`config.mk`:
```
export PLATFORM = sky130hd
export DESIGN_NAME = cpu_nic
export DESIGN_NICKNAME = d
export VERILOG_FILES = /design/src/rtl/cpu_nic.sv
export SDC_FILE = /design/constraint.sdc
export NUM_CORES = 1
export LEC_CHECK = 0
export BUFFER_PORTS_ARGS = -buffer_cell sky130_fd_sc_hd__buf_4
export CAP_MARGIN = 5
export CORE_UTILIZATION = 41
export CTS_BUF_LIST = sky130_fd_sc_hd__clkbuf_2
export DETAILED_ROUTE_END_ITERATION = 12
export PLACE_DENSITY = 0.66
export SYNTH_ARGS = -nofsm -noshare
export SYNTH_HDL_FRONTEND = slang
export SYNTH_SLANG_ARGS = --single-unit
```
`constraint.sdc`:
```
create_clock -name clk -period 1.35 [get_ports clk]
set_input_delay 0.27 -clock clk [delete_from_list [all_inputs] [get_ports clk]]
set_output_delay 0.27 -clock clk [all_outputs]
set_load 0.01 [all_outputs]
```
`src/rtl/cpu_nic.sv`:
```
// Single-packet NIC buffers between the processor port and one mesh router port.
// Reads return one cycle later; a full output buffer drops CPU writes and a full input buffer refuses and drops arrivals.
module cpu_nic #(
    parameter int DATA_WIDTH = 64,
    parameter int ADDR_WIDTH = 2
) (
    input  logic                  clk,
    input  logic                  reset,
    input  logic [0:ADDR_WIDTH-1] addr,
    input  logic [0:DATA_WIDTH-1] d_in,
    output logic [0:DATA_WIDTH-1] d_out,
    input  logic                  nicEn,
    input  logic                  nicWrEn,
    output logic                  net_so,
    input  logic                  net_ro,
    output logic [0:DATA_WIDTH-1] net_do,
    input  logic                  net_polarity,
    input  logic                  net_si,
    output logic                  net_ri,
    input  logic [0:DATA_WIDTH-1] net_di
);

    localparam logic [0:ADDR_WIDTH-1] ADDR_OUT_BUF  = 2'b00;
    localparam logic [0:ADDR_WIDTH-1] ADDR_OUT_STAT = 2'b01;
    localparam logic [0:ADDR_WIDTH-1] ADDR_IN_BUF   = 2'b10;
    localparam logic [0:ADDR_WIDTH-1] ADDR_IN_STAT  = 2'b11;

    logic [0:DATA_WIDTH-1] out_buf;
    logic                  out_full;
    logic [0:DATA_WIDTH-1] in_buf;
    logic                  in_full;

    logic                  send;
    logic                  cpu_wr;
    logic                  cpu_rd;
    logic                  consume;
    logic                  recv;
    logic [0:DATA_WIDTH-1] rd_dat;

    // Bit 0 of the packet is its VC; it may only leave when it matches the router's current polarity.
    assign send    = out_full & net_ro & (out_buf[0] == net_polarity);
    assign cpu_wr  = nicEn & nicWrEn & (addr == ADDR_OUT_BUF) & ~out_full;
    assign cpu_rd  = nicEn & ~nicWrEn;
    assign consume = cpu_rd & (addr == ADDR_IN_BUF) & in_full;
    assign recv    = net_si & ~in_full;
    assign net_ri  = reset & ~in_full;

    always_comb begin
        rd_dat = '0;
        unique case (addr)
            ADDR_OUT_BUF:  rd_dat = '0;
            ADDR_OUT_STAT: rd_dat = {{(DATA_WIDTH-1){1'b0}}, out_full};
            ADDR_IN_BUF:   rd_dat = in_buf;
            ADDR_IN_STAT:  rd_dat = {{(DATA_WIDTH-1){1'b0}}, in_full};
            default:       rd_dat = '0;
        endcase
    end

    always_ff @(posedge clk) begin
        if (!reset) begin
            out_buf  <= '0;
            out_full <= 1'b0;
            in_buf   <= '0;
            in_full  <= 1'b0;
            d_out    <= '0;
            net_do   <= '0;
            net_so   <= 1'b0;
        end else begin
            net_so <= send;
            if (send) begin
                net_do <= out_buf;
            end

            // send needs out_full=1 and cpu_wr needs out_full=0, so they never coincide.
            if (send) begin
                out_full <= 1'b0;
            end else if (cpu_wr) begin
                out_buf  <= d_in;
                out_full <= 1'b1;
            end

            if (consume) begin
                in_full <= 1'b0;
            end else if (recv) begin
                in_buf  <= net_di;
                in_full <= 1'b1;
            end

            if (cpu_rd) begin
                d_out <= rd_dat;
            end
        end
    end

endmodule

```
Yosys cells after proc, flatten, opt, wreduce, memory -nomap -nowiden --
Cells that the tools add are included.
Storage, ports and cells: flip-flop bits (word level) 259, word-level logic and storage cells 33, output and inout port bits 130, bits of input ports 137
Cells by class: equality and inequality tests 4, bitwise operators 16, reduce and logical (&&, ||, !) cells 5, multiplexer cells 1
Operators with widths (count):
- case mux 64 bit (4 select lines) | 1
- AND 1 bit | 10
- NOT 1 bit | 6
- == test 2 bit, second input constant | 2
- AND reduction 2 bit | 2
- OR reduction 2 bit | 2
- == test 2 x 1 -> 1 bit, second input constant | 1
- zero test 2 bit | 1
- == test 1 bit | 1

Depth between registers and ports, before layout --
Gate-level depths: netlist of run 1.
word-level depth 6, depth in mapped cells 5, gate-level depth less buffers 3

Least setup slack after synthesis of run 1 --
No wires, ideal clock.
path kind input to output, start in reset, end out net_ri, cell stages on the path 4, data required time 1.080 ns, buffers on the path 2, setup slack 0.095 ns, arrival 0.985 ns, cells stage by stage inv_2 clkbuf_1 clkbuf_1 nor2_1
On the way: cells in the longest elaborated chain, start to end 1
RTL lines:
- start, declared | RTL line 8 | input logic reset,
- AND 1 bit | RTL line 46 | assign net_ri = reset & ~in_full;
- end, declared | RTL line 19 | output logic net_ri,
No other way between the ends.

Worst setup path after layout of run 1 --
start reg in_full, end out net_ri
On the way: cells in the longest elaborated chain, start to end 2
RTL lines:
- start, declared | RTL line 31 | logic in_full;
- start signal, assigned | RTL line 64 | in_full <= 1'b0;
- start signal, assigned | RTL line 83 | in_full <= 1'b0;
- start signal, assigned | RTL line 86 | in_full <= 1'b1;
- NOT 1 bit | RTL line 46
- AND 1 bit | RTL line 46
No other way between the ends.

==> results of run 1 <==
## per-stage QoR
| stage | area, um2 | std cells |
|---|---|---|
| after global routing | 14500 | 1727 |
| after global placement | 11400 | 1428 |
| after CTS | 14400 | 1716 |
| final | 14500 | 1727 |
| after detailed placement | 11400 | 1428 |
| after floorplan | 8980 | 931 |
## worst reg2reg max path, stage by stage, from the launching register on
cell	delay [ps]
dfxtp_2	400
xor2_4	200
nor3_4	50
buf_4	150
buf_12	160
a22o_1	270
## flip-flops by register name, indices dropped and copies added (netlist names)
name,flops
d_out,64
in_buf,64
in_full,1
net_do,64
net_so,1
out_buf,64
out_full,1
## worst paths after layout
check,start,end
hold reg to reg,out_buf[43]$_SDFFE_PN0P_,net_do[43]$_SDFFE_PN0P_
hold / removal,nicWrEn,in_full$_SDFFE_PP0P_
setup reg to reg,out_buf[0]$_SDFFE_PN0P_,net_do[31]$_SDFFE_PN0P_
setup / recovery,in_full$_SDFFE_PP0P_,net_ri
## per-layer routing
layer	wire, um	track usage [%]
met1	10700	26.4
met2	13400	39.4
met3	1390	6.04
met4	738	10.0
met5	0	0
## cell type report
class / count / area [um2]
clock inverter: 14 / 133
inverter: 3 / 13.8
sequential: 259 / 5350
clock buffer: 97 / 485
multi-input combinational: 592 / 3390
fill: 1598 / 6740
timing repair buffer: 486 / 4760
antenna: 1 / 2.50
tap: 275 / 344
## where the power goes
part	switching, W	internal [W]	total (W)
Clock	0.00306	0.00247	0.00552
Combinational	0.000652	0.000817	0.00147
Sequential	0.0000886	0.00780	0.00789
Total	0.00380	0.0111	0.0149
## cell usage in the layout, fill, tap and decap left out, types with 2 or more instances in the layout
cell type and instances:
nand2_1 259, buf_4 200, dlygate4sd3_1 134, dfxtp_2 131, buf_6 131, dfxtp_1 127
clkbuf_2 97, nor2_1 64, a22o_1 64, mux2i_1 64, a21oi_1 64, a22oi_1 63
buf_12 19, clkinv_1 9, bufinv_16 3, nand2b_2 2, inv_1 2
## logic make-up (layout without fill, tap and decap cells)
logic type      count (synthesis)  after routing  share of synthesized area [%]
mux                            65             65                           7.26
buf+inv                        80            600                           5.28
simple gates                  330            330                           14.1
compound gates                196            196                           15.5
xor+xnor                        1              1                         0.0976
flops                         259            259                           57.7
other cells                     0              1                              0
## what timing repair did
action	4_1_cts	5_1_grt
buffers inserted	42	9
pin swaps	2	3
endpoints found under the setup margin	132	203
hold buffers	134	0
endpoints found under the hold margin	131	0
cloned	1	1
resized for setup	265	3
==> flow_summary.yaml, run 1 <==
cts:
  cts-buffers-inserted: 67
  h-tree-depth: 3
  cts_sinks: 259
  cts_tree: "yes"
  path_clk_slew_ps: 90
  cts-root-buf: "clkbuf_2"
  insertion_delay_ps: 770
  clockBufferDepth: 3
synthesis:
  synthTopCellsByCount: "dfxtp_1 (259), nand2_1 (259), nor2_1 (65)"
  ys_types: 25
  syn_avg_cell_area_um2: 9.64
  async_flop_share_pct: 0
  synth_area_um2: 8980
  yosys_warnings: 0
  synth_edf_count: 0
  synthTopCellsByArea: "dfxtp_1 (58%), nand2_1 (11%), mux2i_1 (7.1%)"
  synthFlopType: "dfxtp_1"
  synth_top_cell_area_share_pct: 57.7
  ys_seq_area_share_pct: 57.7
  synth_seq_cells: 259
  synth_cells: 931
  syn_nets: 1068
  synth_area_leader_cell: "dfxtp_1"
setup_path:
  crit_required_ps: 1080
  crit_buf_inv: 1
  reg2regPathDepth: 5
  max_stage_delay_ps: 360
  path_depth: 2
  worstPathArrival_ps: 1290
  crit_path_cell_trace: "nor2_4, buf_6"
  end_kind: "output pin"
  crit_path_max_fanout: 2
  criticalPathCategory: "flip-flop to output pin"
  cp-start-kind: "flip-flop"
  cpLargestDelayFamily: "flip-flops"
  reg2reg_slack_ps: 50
  cpMaxStageDelayCell: "dfxtp_4"
cells_and_area:
  area_growth_pct: 61.2
  fin_nets: 1546
  utilization_pct: 68.2
  drive_gt1_share_pct: 41.1
global_routing:
  grt_antenna_before_repair: 1
  grt.total_usage_pct: 22.8
  grt-ovfl-total: 0
  grt_pass1_vias: 8555
  grt_pass1_wl_um: 41100
  grt_start_max_net_pins: 129
sta:
  fmax_ghz: 0.642
  hold_violations: 0
  setup_viol_count_final: 130
  fin_crit_sh_pct: 115
  timing.hold.ws_ps: 89.3
  drv_slew: 0
  grt_setup_unrepaired: "yes"
  skew_ps: 48.0
  worstMarginPinSlew_ps: 531
  period_minus_slack_ps: 1560
  worst_slack_ps: -208
  slew_headroom_pct: 64.6
  tns_ps: -16660
route:
  vias_per_cell: 4.87
  drtIter0Drc: 378
  drt_first_pass_iters: 6
  ant_nets: 0
  drc: 0
  wire_per_inst_um: 15.2
  vias: 8410
  postRouteWirelength_um: 26200
status:
  outcome: "finished with violations"
  violations: "setup timing"
floorplan:
  initial_utilization_pct: 42.3
  die_h_um: 150
  dieArea_um2: 22500
  io_pins: 267
  rows: 53
  core_area_um2: 21200
  fp.dieW_um: 150
placement:
  dp_hpwl_um: 14800
  gp_congestion: 0.761
  dp_slack_ps: -45.6
  port_buffers: 266
flow_run:
  drv_cap: 0
power_and_ir_drop:
  vdd.ir_drop.worst_mv: 0.596
  p_leak_nw: 6.21
  p_per_area_nw_per_um2: 1030
  fin_total_pwr_w: 0.0149
hold_path:
  worst_hold_path_type: "primary input to flip-flop"
  whs_path_depth: 4
No activity file was read; power rests on OpenSTA's default activity.
==> inputs of run 2 (changes only) <==
- CORE_ASPECT_RATIO: unset -> 1.4
==> flow_summary.yaml, run 2 (same netlist as run 1, synthesis figures left out) <==
status:
  outcome: "finished with violations"
  violations: "setup timing"
cts:
  clockBufferDepth: 3
  cts-root-buf: "clkbuf_2"
  h-tree-depth: 2
  path_clk_slew_ps: 100
  insertion_delay_ps: 870
  cts-buffers-inserted: 61
  cts_tree: "yes"
  cts_sinks: 259
floorplan:
  initial_utilization_pct: 42.0
  io_pins: 267
  dieArea_um2: 22500
  rows: 63
  fp.dieW_um: 127
  core_area_um2: 21400
  die_h_um: 177
power_and_ir_drop:
  p_clk_share_pct: 35.4
  vdd.ir_drop.worst_mv: 0.610
  p_leak_nw: 6.48
  p_per_area_nw_per_um2: 966
  swShare_pct: 26.6
  p_int_w: 0.0109
  power_frac_seq_pct: 53.0
  p_comb_share_pct: 11.6
  power.switching_w: 0.00397
setup_path:
  cpMaxStageDelayCell: "dfxtp_4"
  crit_path_cell_trace: "nor2_4, buf_6"
  r2r_end: "net_do[9]$_SDFFE_PN0P_"
  max_stage_delay_ps: 370
  reg2regPathDepth: 6
  crit_required_ps: 1080
  cp-start-kind: "flip-flop"
  end_kind: "output pin"
  reg2reg_slack_ps: -20
  criticalPathCategory: "flip-flop to output pin"
  timing.rr.start: "out_full$_SDFFE_PP0P_"
  worstPathArrival_ps: 1370
  crit_path_max_fanout: 2
global_routing:
  grt-ovfl-total: 0
  grt_pass1_vias: 9317
  grt.total_usage_pct: 25.4
  grt_antenna_before_repair: 3
  grt_pass1_wl_um: 45600
  grt_start_max_net_pins: 105
flow_run:
  drv_cap: 0
sta:
  setup_viol_count_final: 180
  fmax_ghz: 0.610
  fin_crit_sh_pct: 121
  hold_violations: 0
  tns_ps: -29690
  drv_slew: 0
  worst_slack_ps: -289
  worstMarginPinSlew_ps: 947
  grt_setup_unrepaired: "yes"
  period_minus_slack_ps: 1640
  slew_headroom_pct: 36.7
  skew_ps: 36.9
route:
  vias: 9155
  wire_per_inst_um: 17.2
  ant_nets: 0
  vias_per_cell: 5.03
  drtIter0Drc: 397
  drt_first_pass_iters: 5
  drc: 0
  postRouteWirelength_um: 31300
placement:
  dp_hpwl_um: 15600
  postPlaceCellArea_um2: 11500
  gp_congestion: 0.744
  port_buffers: 266
cells_and_area:
  regArea_um2: 5360
  utilization_pct: 72.2
  area_growth_pct: 71.9
  fin_nets: 1615
  fill_cells: 1426
  layout_commonest_cell: "nand2_1"
  drive_gt1_share_pct: 39.2
  multi_input_area_um2: 3410
  design_area_um2: 15400
  final_cell_mix: "nand2_1 (258), dlygate4sd3_1 (203), buf_4 (186), buf_6 (138), dfxtp_2 (129)"
hold_path:
  whs_path_depth: 4
  worst_hold_path_type: "primary input to flip-flop"
  hold_end: "in_buf[29]$_SDFFE_PN0P_"
  min_from: "net_di[29]"
run 2: cell types whose count changed in the layout (fill, tap and decap cells not counted), moves of 6 or more:
cell           change
buf_6              +7
clkbuf_2           -8
buf_4             -14
dlygate4sd3_1     +69
buf_12             +8
clkinv_1           +7
clkbuf_16          +6
run 2: area by class of cell:
| cell class | count | share of cell area, % |
|---|---|---|
| antenna | 3 | 0.0487 |
| clock buffer | 89 | 2.89 |
| clock inverter | 20 | 0.835 |
| inverter | 3 | 0.0892 |
| multi-input combinational | 592 | 22.1 |
| sequential | 259 | 34.7 |
| tap | 292 | 2.37 |
| timing repair buffer | 561 | 36.9 |
run 2: how the worst max path moves through the flow:
stage	endpoint	slack, ps	from
final	net_ri	-290	in_full$_SDFFE_PP0P_
after global routing	net_ri	-390	in_full$_SDFFE_PP0P_
after CTS	net_ri	-380	in_full$_SDFFE_PP0P_
after detailed placement	out_buf[49]$_SDFFE_PN0P_	-80	addr[1]
after global placement	out_buf[26]$_SDFFE_PN0P_	-40	addr[1]
after floorplan	net_ri	90	reset
run 2: timing repair:
| item | 4_1_cts | 5_1_grt |
|---|---|---|
| hold buffers | 203 | 1 |
| setup endpoints to repair | 248 | 248 |
| buffers inserted | 37 | 13 |
| pin swaps | 2 | 47 |
| cloned | 5 | 9 |
| hold endpoints to repair | 162 | 21 |
| resized for setup | 276 | 10 |
run 2: routing by layer:
metal | vias up | global-route usage [%] | wire [um]
li1 | 4303 | - | -
met2 | 349 | 46.1 | 16300
met1 | 4396 | 26.5 | 11700
met4 | 0 | 16.6 | 1620
met5 | - | 0 | 0
met3 | 107 | 5.17 | 1750
run 2: stage by stage:
stage / total power, W / setup WS, ps / instances / hold WS (ps)
after floorplan: 0.00860 / 94.6 / 931 / 406
after global placement: 0.00917 / -35.8 / 1445 / 442
after detailed placement: 0.00919 / -77.5 / 1445 / 446
after CTS: 0.0149 / -378 / 1799 / 130
after global routing: 0.0156 / -393 / 1819 / 151
final: 0.0149 / -289 / 1819 / 223
run 2: power groups by stage:
| stage | Sequential (W) | Combinational, W | Clock [W] |
|---|---|---|---|
| final | 0.00789 | 0.00174 | 0.00528 |
| after global routing | 0.00792 | 0.00185 | 0.00583 |
| after CTS | 0.00789 | 0.00167 | 0.00536 |
| after detailed placement | 0.00807 | 0.00112 | 0 |
| after global placement | 0.00806 | 0.00111 | 0 |
| after floorplan | 0.00805 | 0.000541 | 0 |
run 2: worst max-delay path: cells and delay by family, from the launching register on:
kind,cells,cell delay (ps)
flip-flops,1,370
buffers and inverters,1,110
AND/OR/NAND/NOR,1,80
